==> config.mk <==
export PLATFORM = sky130hd
export DESIGN_NAME = apb_requester_flat
export DESIGN_NICKNAME = d
export VERILOG_FILES = /design/src/rtl/apb_requester_if.sv /design/src/rtl/apb_requester.sv /design/src/flat_wrapper.sv
export SDC_FILE = /design/constraint.sdc
export NUM_CORES = 1
export LEC_CHECK = 0
export ABC_CLOCK_PERIOD_IN_PS = 8500
export CAP_MARGIN = 40
export CORE_MARGIN = 8
export CORE_UTILIZATION = 32
export CTS_CLUSTER_DIAMETER = 60
export DETAILED_ROUTE_END_ITERATION = 8
export HOLD_SLACK_MARGIN = 0.06
export PLACE_DENSITY = 0.67
export RECOVER_POWER = 50
export SLEW_MARGIN = 20
export SYNTH_ARGS = -nofsm -noshare
export SYNTH_HDL_FRONTEND = slang
export SYNTH_SLANG_ARGS = --single-unit
==> constraint.sdc <==
create_clock -name pclk -period 8.5 [get_ports pclk]
set_input_delay 1.7 -clock pclk [delete_from_list [all_inputs] [get_ports pclk]]
set_output_delay 1.7 -clock pclk [all_outputs]
set_load 0.05 [all_outputs]
==> src/rtl/apb_requester_if.sv <==
// Command/response stream plus APB bus signals of the APB requester.
// The master modport is the requester's view. The slave modport is the view of the command source and the APB target.
interface apb_requester_if #(
  parameter int ADDR_W = 32,
  parameter int DATA_W = 32
) ();
  logic              cmd_valid;
  logic              cmd_ready;
  logic              cmd_write;
  logic [ADDR_W-1:0] cmd_addr;
  logic [DATA_W-1:0] cmd_wdata;
  logic              rsp_valid;
  logic              rsp_ready;
  logic [DATA_W-1:0] rsp_rdata;
  logic              rsp_err;
  logic              rsp_timeout;
  logic              psel;
  logic              penable;
  logic              pwrite;
  logic [ADDR_W-1:0] paddr;
  logic [DATA_W-1:0] pwdata;
  logic [DATA_W-1:0] prdata;
  logic              pready;
  logic              pslverr;

  modport master (
    input  cmd_valid, cmd_write, cmd_addr, cmd_wdata, rsp_ready,
    input  prdata, pready, pslverr,
    output cmd_ready, rsp_valid, rsp_rdata, rsp_err, rsp_timeout,
    output psel, penable, pwrite, paddr, pwdata
  );

  modport slave (
    output cmd_valid, cmd_write, cmd_addr, cmd_wdata, rsp_ready,
    output prdata, pready, pslverr,
    input  cmd_ready, rsp_valid, rsp_rdata, rsp_err, rsp_timeout,
    input  psel, penable, pwrite, paddr, pwdata
  );
endinterface

==> src/rtl/apb_requester.sv <==
// APB initiator: accepts one command at a time and runs it as a SETUP/ACCESS transfer.
// It returns one held response per command and aborts an ACCESS phase that waits too long.
module apb_requester #(
  parameter int ADDR_W  = 32,
  parameter int DATA_W  = 32,
  parameter int TIMEOUT = 16
) (
  input  logic pclk,
  input  logic preset,
  apb_requester_if.master bus
);
  localparam int CNT_W = (TIMEOUT < 2) ? 1 : $clog2(TIMEOUT + 1);
  localparam logic [CNT_W-1:0] CNT_LAST = CNT_W'((TIMEOUT == 0) ? 0 : TIMEOUT - 1);

  typedef enum logic [1:0] {IDLE, SETUP, ACCESS} state_t;

  state_t            state_q, state_d;
  logic              psel_q, psel_d;
  logic              penable_q, penable_d;
  logic              pwrite_q, pwrite_d;
  logic [ADDR_W-1:0] paddr_q, paddr_d;
  logic [DATA_W-1:0] pwdata_q, pwdata_d;
  logic              rsp_valid_q, rsp_valid_d;
  logic [DATA_W-1:0] rsp_rdata_q, rsp_rdata_d;
  logic              rsp_err_q, rsp_err_d;
  logic              rsp_timeout_q, rsp_timeout_d;
  logic [CNT_W-1:0]  wait_cnt_q, wait_cnt_d;
  logic              cmd_ready;

  // A pending response blocks new commands, so a stalled consumer stalls the bus.
  assign cmd_ready = (state_q == IDLE) && !rsp_valid_q;

  always_comb begin
    state_d       = state_q;
    psel_d        = psel_q;
    penable_d     = penable_q;
    pwrite_d      = pwrite_q;
    paddr_d       = paddr_q;
    pwdata_d      = pwdata_q;
    rsp_valid_d   = rsp_valid_q;
    rsp_rdata_d   = rsp_rdata_q;
    rsp_err_d     = rsp_err_q;
    rsp_timeout_d = rsp_timeout_q;
    wait_cnt_d    = wait_cnt_q;

    if (rsp_valid_q && bus.rsp_ready) begin
      rsp_valid_d = 1'b0;
    end

    unique case (state_q)
      IDLE: begin
        if (bus.cmd_valid && cmd_ready) begin
          pwrite_d   = bus.cmd_write;
          paddr_d    = bus.cmd_addr;
          pwdata_d   = bus.cmd_wdata;
          psel_d     = 1'b1;
          penable_d  = 1'b0;
          wait_cnt_d = '0;
          state_d    = SETUP;
        end
      end
      SETUP: begin
        penable_d = 1'b1;
        state_d   = ACCESS;
      end
      ACCESS: begin
        if (bus.pready) begin
          rsp_valid_d   = 1'b1;
          rsp_rdata_d   = (pwrite_q || bus.pslverr) ? '0 : bus.prdata;
          rsp_err_d     = bus.pslverr;
          rsp_timeout_d = 1'b0;
          psel_d        = 1'b0;
          penable_d     = 1'b0;
          state_d       = IDLE;
        end else if ((TIMEOUT != 0) && (wait_cnt_q == CNT_LAST)) begin
          // Abort: the bus goes idle; a late pready then finds the FSM in IDLE.
          rsp_valid_d   = 1'b1;
          rsp_rdata_d   = '0;
          rsp_err_d     = 1'b1;
          rsp_timeout_d = 1'b1;
          psel_d        = 1'b0;
          penable_d     = 1'b0;
          state_d       = IDLE;
        end else begin
          wait_cnt_d = wait_cnt_q + CNT_W'(1);
        end
      end
      default: begin
        psel_d    = 1'b0;
        penable_d = 1'b0;
        state_d   = IDLE;
      end
    endcase
  end

  always_ff @(posedge pclk or posedge preset) begin
    if (preset) begin
      state_q       <= IDLE;
      psel_q        <= 1'b0;
      penable_q     <= 1'b0;
      pwrite_q      <= 1'b0;
      paddr_q       <= '0;
      pwdata_q      <= '0;
      rsp_valid_q   <= 1'b0;
      rsp_rdata_q   <= '0;
      rsp_err_q     <= 1'b0;
      rsp_timeout_q <= 1'b0;
      wait_cnt_q    <= '0;
    end else begin
      state_q       <= state_d;
      psel_q        <= psel_d;
      penable_q     <= penable_d;
      pwrite_q      <= pwrite_d;
      paddr_q       <= paddr_d;
      pwdata_q      <= pwdata_d;
      rsp_valid_q   <= rsp_valid_d;
      rsp_rdata_q   <= rsp_rdata_d;
      rsp_err_q     <= rsp_err_d;
      rsp_timeout_q <= rsp_timeout_d;
      wait_cnt_q    <= wait_cnt_d;
    end
  end

  assign bus.cmd_ready   = cmd_ready;
  assign bus.psel        = psel_q;
  assign bus.penable     = penable_q;
  assign bus.pwrite      = pwrite_q;
  assign bus.paddr       = paddr_q;
  assign bus.pwdata      = pwdata_q;
  assign bus.rsp_valid   = rsp_valid_q;
  assign bus.rsp_rdata   = rsp_rdata_q;
  assign bus.rsp_err     = rsp_err_q;
  assign bus.rsp_timeout = rsp_timeout_q;
endmodule

==> src/flat_wrapper.sv <==
// flat-port wrapper written by rule: the top's interface ports become plain ports
module apb_requester_flat 
#(
  parameter int ADDR_W  = 32,
  parameter int DATA_W  = 32,
  parameter int TIMEOUT = 16
)
  (pclk, preset, bus_cmd_valid, bus_cmd_write, bus_cmd_addr, bus_cmd_wdata, bus_rsp_ready, bus_prdata, bus_pready, bus_pslverr, bus_cmd_ready, bus_rsp_valid, bus_rsp_rdata, bus_rsp_err, bus_rsp_timeout, bus_psel, bus_penable, bus_pwrite, bus_paddr, bus_pwdata);
  apb_requester_if #(.ADDR_W(ADDR_W), .DATA_W(DATA_W)) bus_i ();
  input  logic pclk;
  input  logic preset;
  input wire logic [$bits(bus_i.cmd_valid)-1:0] bus_cmd_valid;
  input wire logic [$bits(bus_i.cmd_write)-1:0] bus_cmd_write;
  input wire logic [$bits(bus_i.cmd_addr)-1:0] bus_cmd_addr;
  input wire logic [$bits(bus_i.cmd_wdata)-1:0] bus_cmd_wdata;
  input wire logic [$bits(bus_i.rsp_ready)-1:0] bus_rsp_ready;
  input wire logic [$bits(bus_i.prdata)-1:0] bus_prdata;
  input wire logic [$bits(bus_i.pready)-1:0] bus_pready;
  input wire logic [$bits(bus_i.pslverr)-1:0] bus_pslverr;
  output wire logic [$bits(bus_i.cmd_ready)-1:0] bus_cmd_ready;
  output wire logic [$bits(bus_i.rsp_valid)-1:0] bus_rsp_valid;
  output wire logic [$bits(bus_i.rsp_rdata)-1:0] bus_rsp_rdata;
  output wire logic [$bits(bus_i.rsp_err)-1:0] bus_rsp_err;
  output wire logic [$bits(bus_i.rsp_timeout)-1:0] bus_rsp_timeout;
  output wire logic [$bits(bus_i.psel)-1:0] bus_psel;
  output wire logic [$bits(bus_i.penable)-1:0] bus_penable;
  output wire logic [$bits(bus_i.pwrite)-1:0] bus_pwrite;
  output wire logic [$bits(bus_i.paddr)-1:0] bus_paddr;
  output wire logic [$bits(bus_i.pwdata)-1:0] bus_pwdata;
  assign bus_i.cmd_valid = bus_cmd_valid;
  assign bus_i.cmd_write = bus_cmd_write;
  assign bus_i.cmd_addr = bus_cmd_addr;
  assign bus_i.cmd_wdata = bus_cmd_wdata;
  assign bus_i.rsp_ready = bus_rsp_ready;
  assign bus_i.prdata = bus_prdata;
  assign bus_i.pready = bus_pready;
  assign bus_i.pslverr = bus_pslverr;
  assign bus_cmd_ready = bus_i.cmd_ready;
  assign bus_rsp_valid = bus_i.rsp_valid;
  assign bus_rsp_rdata = bus_i.rsp_rdata;
  assign bus_rsp_err = bus_i.rsp_err;
  assign bus_rsp_timeout = bus_i.rsp_timeout;
  assign bus_psel = bus_i.psel;
  assign bus_penable = bus_i.penable;
  assign bus_pwrite = bus_i.pwrite;
  assign bus_paddr = bus_i.paddr;
  assign bus_pwdata = bus_i.pwdata;
  apb_requester #(.ADDR_W(ADDR_W), .DATA_W(DATA_W), .TIMEOUT(TIMEOUT)) u_core (.pclk(pclk), .preset(preset), .bus(bus_i));
endmodule
==> reports/metrics.yaml <==
clock_tree:
  htree_levels: 3
  ctsResizeCount: 0
  ctsRootBufferMaster: "clkbuf_16"
  clk_pin_slew_ps: 70
  cts_buffer_depth: 2
  post-cts-setup-buffers: 0
  cts_buffers: 9
  cts_tree: "done"
  postCtsHoldBufs: 0
  cts_sinks: 108
  insertion_delay_ps: 340
detailed_routing:
  via_per_inst: 4.575
  drtAntennaViolNets: 0
  drc: 0
  drtIter0Drc: 140
  wl_per_cell_microns: 17.57
  vias: 2910
  totalWireLength_microns: 11170
  drtPass1Iterations: 4
die:
  die_w_microns: 128.3
  num_rows: 41
  ios: 206
  start_util: 0.3235
  die_h_microns: 128.3
  die-area_sq_mm: 0.01645
  core_area_sq_mm: 0.01247
grt:
  antenna_found_initial: 0
  grt_pass1_vias: 3111
  grt_max_degree: 57
  grt_pass1_wl_microns: 17280
  grt_util_all_layers: 0.1350
  overflow: 0
synth:
  yosysSeqAreaShare: 0.6702
  yosysTopAreaCellShare: 0.6702
  syn_area_per_cell_sq_um: 16.00
  synth_edf_count: 0
  synthArstFlopShare: 1.000
  syn_nets: 358
  synth_area_sq_mm: 0.004033
  yosysTopAreaCell: "dfrtp_1"
  synth.area.top_cells: "dfrtp_1 (67%), mux2_2 (19%), a22o_1 (7.2%)"
  synth_seq_cells: 108
  ys_types: 25
  yosys_warnings: 0
  synth-main-ff-cell: "dfrtp_1"
  netlist_instances: 252
power_and_ir_drop:
  p_sw_frac: 0.4693
  intPower_mw: 1.614
  ir_worst_vdd_mv: 0.2169
  combPwrFrac: 0.581
  netSwitchingPower_mw: 1.427
  clkPwrFrac: 0.129
  leakagePower_nw: 2.720
  seqPwrFrac: 0.290
  power_density_mw_per_mm2: 465.2
layout:
  final_layout_size_suffix_gt1_frac: 0.1853
  final_cell_mix: "clkdlybuf4s50_1 (196), dfrtp_1 (108), mux2_2 (67), a22o_1 (33)"
  area.growth.synth_to_final_pct: 62.12
  layout_commonest_cell: "clkdlybuf4s50_1"
  stdcell_count: 636
  fillers: 1078
  nets: 566
  antenna_cells: 0
  fin_util: 0.5244
timing:
  period_share: 0.5222
  finalHoldViolCount: 0
  max_slew_margin: -0.5303
  worst_pin_slew_ps: 2283
  finalClockSkew_ps: 8.256
  setup_viol: 0
  drv_slew: 126
  fin_ws_ps: 4061
  rsz0062_at_grt: "false"
  timing.hold.ws_ps: 484.5
  post-route-min-period_ps: 4439
  max_freq_ghz: 0.2253
  tns_ps: 0
critical_path:
  critPathRequiredTime_ps: 8730
  cp-start-kind: "input pin"
  crit_arrival_ps: 4670
  crit_slowest_cell: "clkbuf_1"
  path_cells: "dlygate4sd3_1 > nor4b_1 > clkbuf_1 > nor2_1 > mux2_2"
  crit_path_end_kind: "register"
  reg2reg_depth: 4
  path_class: "input pin to register"
  cpPeakStageDelay_ps: 1490
  crit_fanout: 38
run_status:
  failed_checks: "max-capacitance violations, max-slew violations"
  status: "finished, violations left"
hold_path:
  min_path_cells: 1
  min_path_type: "register to register"
place:
  place_ws_ps: 4962
  gp_congestion: 0.6991
  dp_hpwl_microns: 8623
  io_buffers: 205
  placedCellCount: 621
job:
  max_cap_viol_count: 3
==> critical path, delay by kind of cell <==
kind,cells,cell delay (ps)
and+or+nand+nor,2,580
muxes,1,370
buffers and inverters,2,2010
==> area by class of cell <==
type                    instances  area (sq um)  area share
clock buffers                  10         239.0     0.03655
clock inverters                 5         37.54    0.005742
inverters                       4         16.27    0.002488
multi-input cells             127          1241      0.1899
flip-flops and latches        108          2703      0.4134
well taps                     172         215.2     0.03292
repair buffers                210          2086      0.3190
==> state kept, by name, summed over array words and instances, names as in the netlist <==
| signal | cells |
|---|---|
| u_core.state_q | 1 |
| u_core.bus.paddr | 32 |
| u_core.bus.psel | 1 |
| u_core.bus.penable | 1 |
| u_core.bus.pwdata | 32 |
| u_core.bus.rsp_valid | 1 |
| u_core.wait_cnt_q | 5 |
| u_core.bus.pwrite | 1 |
| u_core.bus.rsp_timeout | 1 |
| u_core.bus.rsp_err | 1 |
| u_core.bus.rsp_rdata | 32 |
==> cells in the mapped netlist, drive strengths merged, types with 2 or more instances <==
master / number
a21oi: 3
a22o: 33
buf: 10
clkbuf: 3
dfrtp: 108
ha: 3
inv: 4
mux2: 67
nand2: 2
nand2b: 2
nor4b: 2
o21ai: 4
==> routing by layer <==
| metal | track usage | vias up | wire, microns |
|---|---|---|---|
| met2 | 0.2225 | 111 | 5563 |
| li1 | - | 1334 | - |
| met4 | 0.06294 | 0 | 238 |
| met3 | 0.05075 | 18 | 945 |
| met1 | 0.1514 | 1447 | 4425 |
| met5 | 0 | - | 0 |
==> metrics by stage <==
stage	power (mW)	cell area, sq um
after detailed placement	2.692	6296
final	3.041	6538
after CTS	3.092	6573
after floorplan	2.050	4033
after global routing	3.182	6538
after global placement	2.663	6281
==> path summary, 6_finish.rpt <==
path | startpoint | end | slack [ps]
max | bus_cmd_valid | u_core.wait_cnt_q[0]$_DFFE_PP0P_ | 4060
min | u_core.bus.psel$_DFFE_PP0P_ | u_core.bus.psel$_DFFE_PP0P_ | 480
max reg2reg | u_core.bus.penable$_DFFE_PP0P_ | u_core.wait_cnt_q[0]$_DFFE_PP0P_ | 5390
min reg2reg | u_core.bus.psel$_DFFE_PP0P_ | u_core.bus.psel$_DFFE_PP0P_ | 480
max in group asynchronous | preset | u_core.bus.paddr[4]$_DFFE_PP0P_ | 4510
min in group asynchronous | preset | u_core.bus.rsp_rdata[25]$_DFFE_PP0P_ | 2420
==> power groups by stage <==
stage	logic (mW)	registers, mW	clock network, mW
3_3_place_gp	1.78	0.886	0
4_1_cts	1.80	0.889	0.406
6_report	1.77	0.882	0.391
2_1_floorplan	0.350	1.70	0
5_1_grt	1.83	0.919	0.429
3_5_place_dp	1.80	0.894	0
==> cell families after synthesis <==
logic type / after synthesis / share of synthesized area
AOI/OAI and AO/OA: 42 / 0.08439
adders and majority gates: 3 / 0.009309
buffers and inverters: 17 / 0.01893
DFF: 108 / 0.6702
muxes: 68 / 0.1896
and+or+nand+nor: 14 / 0.02761
No activity file was read; power rests on OpenSTA's default activity.
